===== config.mk =====
export PLATFORM = sky130hd
export DESIGN_NAME = speicher_steuerung
export DESIGN_NICKNAME = d
export VERILOG_FILES = /design/src/rtl/speicher_pkg.sv /design/src/rtl/speicher_steuerung_warte_zaehler.sv /design/src/rtl/speicher_steuerung.sv
export SDC_FILE = /design/constraint.sdc
export NUM_CORES = 1
export LEC_CHECK = 0
export ABC_AREA = 1
export CORE_MARGIN = 4
export CORE_UTILIZATION = 41
export DETAILED_ROUTE_END_ITERATION = 10
export PLACE_DENSITY = 0.8
export SLEW_MARGIN = 5
export SYNTH_ARGS = -nofsm -noshare
export SYNTH_HDL_FRONTEND = slang
export SYNTH_SLANG_ARGS = --single-unit
export TNS_END_PERCENT = 20

===== constraint.sdc =====
create_clock -name Clock -period 1.7 [get_ports Clock]
set_input_delay 0.51 -clock Clock [delete_from_list [all_inputs] [get_ports Clock]]
set_output_delay 0.51 -clock Clock [all_outputs]
set_load 0.05 [all_outputs]

===== src/rtl/speicher_pkg.sv =====
// Shared types and constants for the memory controller.
// Imported by the controller top and its wait counter.
package speicher_pkg;

   typedef enum logic [1:0] {
      IDLE    = 2'd0,
      AUSGABE = 2'd1,
      WARTEN  = 2'd2,
      FEHLER  = 2'd3
   } zustand_t;

   localparam int TIMEOUT_STD = 15;

   localparam logic ZUGRIFF_LESEN     = 1'b0;
   localparam logic ZUGRIFF_SCHREIBEN = 1'b1;

endpackage


===== src/rtl/speicher_steuerung_warte_zaehler.sv =====
// Clear/enable counter that stops at ENDE-1 and flags that value.
// Used to bound the wait for a RAM acknowledge.
module warte_zaehler #(
   parameter int ENDE   = 15,
   parameter int BREITE = $clog2(ENDE) + 1
) (
   input  logic Clock,
   input  logic Reset_n,
   input  logic loeschen_i,
   input  logic zaehlen_i,
   output logic ende_o
);

   localparam logic [BREITE-1:0] LETZTER = BREITE'(ENDE - 1);

   logic [BREITE-1:0] stand_q, stand_d;

   always_comb begin
      stand_d = stand_q;
      if (loeschen_i) begin
         stand_d = '0;
      end else if (zaehlen_i && (stand_q != LETZTER)) begin
         stand_d = stand_q + BREITE'(1);
      end
   end

   always_ff @(posedge Clock or negedge Reset_n) begin
      if (!Reset_n) begin
         stand_q <= '0;
      end else begin
         stand_q <= stand_d;
      end
   end

   assign ende_o = (stand_q == LETZTER);

endmodule


===== src/rtl/speicher_steuerung.sv =====
// Initiator-side controller for the single-port word RAM:
// one strobe per request, acknowledge wait with timeout.
module speicher_steuerung
   import speicher_pkg::*;
#(
   parameter int WORDSIZE = 32,
   parameter int WORDS    = 32,
   parameter int TIMEOUT  = TIMEOUT_STD
) (
   input  logic                Clock,
   input  logic                Reset_n,
   input  logic                CpuAnfrage,
   input  logic                CpuSchreiben,
   input  logic [WORDSIZE-1:0] CpuAdresse,
   input  logic [WORDSIZE-1:0] CpuDatenRein,
   output logic                CpuBereit,
   output logic [WORDSIZE-1:0] CpuDatenRaus,
   output logic                CpuFertig,
   output logic                CpuFehler,
   output logic                RamLesenAn,
   output logic                RamSchreibenAn,
   output logic [WORDSIZE-1:0] RamAdresse,
   output logic [WORDSIZE-1:0] RamDatenRein,
   input  logic [WORDSIZE-1:0] RamDatenRaus,
   input  logic                RamDatenBereit,
   input  logic                RamDatenGeschrieben
);

   localparam logic [WORDSIZE-1:0] ADR_GRENZE = WORDSIZE'(WORDS);

   zustand_t            state_q, state_d;
   logic                richt_q, richt_d;
   logic                bereit_q, bereit_d;
   logic                fertig_q, fertig_d;
   logic                fehler_q, fehler_d;
   logic                lesen_q, lesen_d;
   logic                schreiben_q, schreiben_d;
   logic [WORDSIZE-1:0] adr_q, adr_d;
   logic [WORDSIZE-1:0] wdat_q, wdat_d;
   logic [WORDSIZE-1:0] rdat_q, rdat_d;

   logic z_loeschen, z_zaehlen, z_ende;
   logic ack_passt;

   warte_zaehler #(
      .ENDE (TIMEOUT)
   ) u_zaehler (
      .Clock      (Clock),
      .Reset_n    (Reset_n),
      .loeschen_i (z_loeschen),
      .zaehlen_i  (z_zaehlen),
      .ende_o     (z_ende)
   );

   // Only the acknowledge of the latched direction counts.
   assign ack_passt = (richt_q == ZUGRIFF_LESEN) ?
                      RamDatenBereit : RamDatenGeschrieben;

   always_comb begin
      state_d     = state_q;
      richt_d     = richt_q;
      bereit_d    = bereit_q;
      fertig_d    = 1'b0;
      fehler_d    = 1'b0;
      lesen_d     = 1'b0;
      schreiben_d = 1'b0;
      adr_d       = adr_q;
      wdat_d      = wdat_q;
      rdat_d      = rdat_q;
      z_loeschen  = 1'b0;
      z_zaehlen   = 1'b0;

      unique case (state_q)
         IDLE: begin
            bereit_d = 1'b1;
            if (CpuAnfrage) begin
               bereit_d = 1'b0;
               if (CpuAdresse < ADR_GRENZE) begin
                  richt_d     = CpuSchreiben;
                  adr_d       = CpuAdresse;
                  wdat_d      = CpuDatenRein;
                  lesen_d     = (CpuSchreiben == ZUGRIFF_LESEN);
                  schreiben_d = (CpuSchreiben == ZUGRIFF_SCHREIBEN);
                  state_d     = AUSGABE;
               end else begin
                  state_d = FEHLER;
               end
            end
         end
         AUSGABE: begin
            z_loeschen = 1'b1;
            state_d    = WARTEN;
         end
         WARTEN: begin
            if (ack_passt) begin
               if (richt_q == ZUGRIFF_LESEN) begin
                  rdat_d = RamDatenRaus;
               end
               fertig_d = 1'b1;
               bereit_d = 1'b1;
               state_d  = IDLE;
            end else if (z_ende) begin
               fehler_d = 1'b1;
               bereit_d = 1'b1;
               state_d  = IDLE;
            end else begin
               z_zaehlen = 1'b1;
            end
         end
         FEHLER: begin
            fehler_d = 1'b1;
            bereit_d = 1'b1;
            state_d  = IDLE;
         end
         default: begin
            bereit_d = 1'b1;
            state_d  = IDLE;
         end
      endcase
   end

   always_ff @(posedge Clock or negedge Reset_n) begin
      if (!Reset_n) begin
         state_q     <= IDLE;
         richt_q     <= ZUGRIFF_LESEN;
         bereit_q    <= 1'b1;
         fertig_q    <= 1'b0;
         fehler_q    <= 1'b0;
         lesen_q     <= 1'b0;
         schreiben_q <= 1'b0;
         adr_q       <= '0;
         wdat_q      <= '0;
         rdat_q      <= '0;
      end else begin
         state_q     <= state_d;
         richt_q     <= richt_d;
         bereit_q    <= bereit_d;
         fertig_q    <= fertig_d;
         fehler_q    <= fehler_d;
         lesen_q     <= lesen_d;
         schreiben_q <= schreiben_d;
         adr_q       <= adr_d;
         wdat_q      <= wdat_d;
         rdat_q      <= rdat_d;
      end
   end

   assign CpuBereit      = bereit_q;
   assign CpuDatenRaus   = rdat_q;
   assign CpuFertig      = fertig_q;
   assign CpuFehler      = fehler_q;
   assign RamLesenAn     = lesen_q;
   assign RamSchreibenAn = schreiben_q;
   assign RamAdresse     = adr_q;
   assign RamDatenRein   = wdat_q;

endmodule

Word-level counts from Yosys, hierarchy flattened. Index checks and enable logic that the tools add are counted.

Bitwise logic cells: 2. Eq/ne operators: 7. Reduce and logical (&&, ||, !) cells: 8. Mux-type cells: 27. Add/subtract/negate cells: 1. Order comparisons: 1.

Operators with widths (count): 32-bit by 6-bit < comparator with 1-bit output, second input constant (1); 1-bit 2-to-1 mux (18); 5-bit 2-to-1 mux (2); 2-bit 2-to-1 mux (4); 2-bit case mux with 4 select lines (1); 3-bit AND reduction (2); 5-bit by 1-bit adder with 5-bit output, second input constant (1); 5-bit by 4-bit equality test with 1-bit output, second input constant (1); 5-bit by 4-bit inequality test with 1-bit output, second input constant (1); 2-bit equality test, second input constant (2); 2-bit AND reduction (2); 3-bit by 2-bit inequality test with 1-bit output, second input constant (1); 1-bit case mux with 3 select lines (1); 3-bit nonzero test (1); 2-bit by 1-bit equality test with 1-bit output, second input constant (1); 2-bit logical NOT (1); 2-bit inequality test, second input constant (1); 1-bit inverter (2); 1-bit case mux with 2 select lines (1); 2-bit nonzero test (1); 1-bit logical AND (1).

Input port bits: 102. Register bits: 109.

Longest topological paths before layout.
Word-level depth: 7. Gate-level depth with buffers: 10. Depth with buffers taken out: 9.

Cells and area by module. A second synthesis with hierarchy kept.

Cells, all modules: 448. Area, all modules: 4444.3 µm².

By module, submodules not included: speicher_steuerung (area each 4106.4 µm², instances 1, cells each 406); warte_zaehler (area each 337.8 µm², instances 1, cells each 42).

Worst setup path after synthesis. OpenSTA, ideal clock, no wires.

Path kind: input -> register. Start: input port CpuAdresse[15]. End: register adr_q[0] (netlist: RamAdresse[0]). Stages on the path: 10. Path slack: 198 ps. Data required time: 1582 ps. Data arrival time: 1384 ps. Buffers on the path: 2. Cell sequence: nor2_1 > nand2_1 > nor2_1 > nand2_1 > nor2_2 > nand2_2 > buf_6 > buf_6 > nand2_1 > nand2_1.

Cells in the longest elaborated chain, start to end: 2.

Ends and longest elaborated chain: from (decl) (RTL line speicher_steuerung.sv:14) `input logic [WORDSIZE-1:0] CpuAdresse,`; 32-bit by 6-bit < comparator with 1-bit output (RTL line speicher_steuerung.sv:78) `if (CpuAdresse < ADR_GRENZE) begin`; 3-bit AND reduction (no source line); to (signal assigned) (RTL line speicher_steuerung.sv:142) `adr_q <= adr_d;`; to (decl) (RTL line speicher_steuerung.sv:38) `logic [WORDSIZE-1:0] adr_q, adr_d;`.

Every way passes these cells. A chain may end at the register's enable or synchronous reset.

Worst setup path in the final report.
Start: input port CpuAdresse[21]. End: register wdat_q[30] (netlist: RamDatenRein[30]).

Cells in the longest elaborated chain, start to end: 2.

Ends and longest elaborated chain: 32-bit by 6-bit < comparator with 1-bit output (RTL line speicher_steuerung.sv:78); 3-bit AND reduction (no source line); to (signal assigned) (RTL line speicher_steuerung.sv:143) `wdat_q <= wdat_d;`; to (decl) (RTL line speicher_steuerung.sv:39) `logic [WORDSIZE-1:0] wdat_q, wdat_d;`.

Every way passes these cells.

==> results by group <==
Run status
  • Status: complete, no violations

Floorplanning
  • Area of the core: 0.00991 mm^2
  • Die width: 110 um
  • Die Y: 110 um
  • Die area: 0.0120 mm^2
  • Rows: 36
  • Initial Utilization: 42.7%
  • Num ports: 203

Final layout
  • Share of cells above drive strength 1: 22.7%
  • Nets: 717
  • Layout area overhead: 80.8%
  • ANT cells: 0
  • Final Core Density: 77.1%
  • Commonest non-fill, non-tap cell in the layout: nand2_1
  • Most frequent cells in the layout: nand2_1 (127), dfrtp_1 (108), buf_12 (106), clkdlybuf4s50_1 (100), nor2_1 (51)

Yosys
  • Net Count, Synth: 506
  • Yosys warnings: 0
  • Synth unique cells: 21
  • Syn avg cell area: 10.5 um^2
  • Post-synthesis instance total: 402
  • Post-synthesis register bit count: 109
  • Register area share after synthesis: 64.6%
  • Share of the synthesized area in the top cell type: 63.9%
  • Dominant cells by area after synthesis: dfrtp_1 (64%), nand2_1 (11%), mux2_1 (8.0%)
  • Leading area contributor after synthesis: dfrtp_1
  • Cell Area, Synth: 0.00423 mm^2

Clocking
  • Max clock buf depth: 2
  • CTS sink cnt: 109
  • Worst-path clk slew: 0.10 ns
  • Post-CTS sizing: 0
  • Hold_buf cts: 0
  • CTS Buf Count: 9
  • Clock latency on the worst-skew pair: 0.36 ns
  • Postcts setup bufs: 0
  • CTS tree: built
  • H-tree Lvls: 3
  • Root buffer selected by CTS: clkbuf_8

Worst setup path
  • R2R Setup Slk: 0.17 ns
  • R2R cell count: 9
  • CP endpoint kind: flip-flop
  • CP startpoint kind: input port
  • WP data required: 1.95 ns
  • Crit Path Category: input port to flip-flop
  • Worst EP arrival: 1.88 ns
  • RR Endpoint: u_zaehler.stand_q[4]$_DFFE_PN0P_
  • Worst R2R Start: u_zaehler.stand_q[0]$_DFFE_PN0P_
  • CP max FO: 24

Place
  • Port Buf Inserts: 202
  • DP HPWL: 8.96 mm
  • RePlAce Congestion: 0.728
  • Post-Place Setup Slack: -0.297 ns

GRT
  • Initial antenna violation count: 0
  • Vias in the first global route: 3606
  • Pin count of the biggest net entering global routing: 41
  • Total GRT Usage: 18.7%
  • Overflow after GRT: 0
  • Global-route wire length before repair: 17.4 mm

Pwr
  • Pwr/cell area: 675 mW/mm^2
  • Register share of total power: 54.2%
  • Cell-internal power: 0.00388 W
  • Leak pwr: 3.88 nW
  • Max IR drop VDD: 0.430 mV
  • Sw Share: 24.9%
  • Clock power share: 30.4%
  • Combinational power share: 15.4%
  • Switching pwr: 0.00128 W

Detailed routing
  • # DRC: 0
  • Via-to-Cell Ratio: 4.53
  • Final ANT Viol Nets: 0
  • DRT Pass-1 Iters: 4
  • Final WL: 11.0 mm
  • Drt initial violations: 87
  • DR WL/cell: 14.6 um
  • Via count: 3399

STA
  • Setup WS post-layout: 0.0711 ns
  • RSZ-0062 raised after global routing: true
  • Fin crit period: 1.63 ns
  • Final Hold Vio Count: 0
  • Clock Skew: 0.0110 ns
  • # setup viols final: 0
  • Worst Tran Pin Value: 0.355 ns
  • Slew HR: 76.3%
  • Final slew viol count: 0
  • Worst hold slack: 0.0578 ns
  • FMAX: 614 MHz
  • Fin crit share: 95.8%

Run
  • Max-Cap Viols: 0

Hold path
  • Hold Crit Class: input port to asynchronous set/reset pin
-- flip-flops by register name, indices dropped and copies added, names as in the netlist --
signal and cells:
CpuBereit 1, CpuDatenRaus 32, CpuFehler 1, CpuFertig 1
RamAdresse 32, RamDatenRein 32, RamLesenAn 1, RamSchreibenAn 1
richt_q 1, state_q 2, u_zaehler.stand_q 5
-- how the worst max path moves through the flow --
stage                                         to  depth (start not counted)            from
floorplan              RamAdresse[0]$_DFFE_PN0P_                         10  CpuAdresse[15]
global placement    RamDatenRein[10]$_DFFE_PN0P_                         11  CpuAdresse[15]
detailed placement  RamDatenRein[11]$_DFFE_PN0P_                         11  CpuAdresse[21]
CTS                 RamDatenRein[11]$_DFFE_PN0P_                         11  CpuAdresse[21]
global route        RamDatenRein[30]$_DFFE_PN0P_                         10  CpuAdresse[21]
finish              RamDatenRein[30]$_DFFE_PN0P_                         10  CpuAdresse[21]
-- critical path, stage by stage --
cell and delay, ns:
clkdlybuf4s50_1 0.41, nor2_1 0.11, nand2_1 0.06, nor2_1 0.11, nand2_1 0.07, nor2_2 0.11
nand2_2 0.08, buf_4 0.22, nand2_1 0.11, nand2_1 0.07
-- final cells by class --
| class | instances | area, um^2 |
|---|---|---|
| well taps | 133 | 166 |
| repair buffers | 213 | 3180 |
| multi-input cells | 240 | 1220 |
| clock inverters | 3 | 43.8 |
| flip-flops and latches | 109 | 2730 |
| fillers | 626 | 2270 |
| inverters | 40 | 151 |
| clock buffers | 12 | 155 |
-- Yosys cell counts --
library cell  instances
buf_6                 9
o21ai_0               1
nand3b_1              2
ha_1                  2
nor2_1               51
inv_1                37
clkinv_2              1
mux2_1               30
nor2_2                3
mux2_2                2
dfstp_2               1
nand2_1             127
nor3_2                1
inv_2                 2
clkbuf_1              2
nand3_1               9
xor2_1                3
dfrtp_1             108
nand2_2               3
a21oi_1               6
buf_4                 2
-- metal layers --
layer / vias up / GRT usage, % / routed length, um
li1: 1642 / - / -
met5: - / 0 / 0
met2: 150 / 33.7 / 5570
met3: 14 / 6.05 / 1110
met4: 0 / 5.70 / 134
met1: 1593 / 21.1 / 4170
-- logic make-up after synthesis --
kind of cell,synth area share (%)
AOI/OAI and AO/OA,0.829
muxes,8.53
buffers and inverters,6.51
DFF,64.6
xor gates and xnor gates,0.622
adders and majority gates,0.592
and+or+nand+nor,18.4
-- stage by stage --
| stage | total power, W | TNS (ns) | instances | instance area (um^2) |
|---|---|---|---|---|
| 6_report | 0.00516 | 0 | 750 | 7640 |
| 3_5_place_dp | 0.00365 | -22.76 | 735 | 7440 |
| 2_1_floorplan | 0.00316 | 0 | 402 | 4230 |
| 4_1_cts | 0.00523 | 0 | 750 | 7640 |
| 3_3_place_gp | 0.00362 | -20.40 | 735 | 7440 |
| 5_1_grt | 0.00542 | -0.147 | 750 | 7640 |
-- power by group through the flow --
stage	sequential, W	clock [W]	combinational, W
finish	0.00280	0.00157	0.000793
global route	0.00282	0.00173	0.000871
CTS	0.00280	0.00163	0.000805
detailed placement	0.00285	0	0.000802
global placement	0.00284	0	0.000776
floorplan	0.00291	0	0.000248
(Power assumes the default switching activity.)
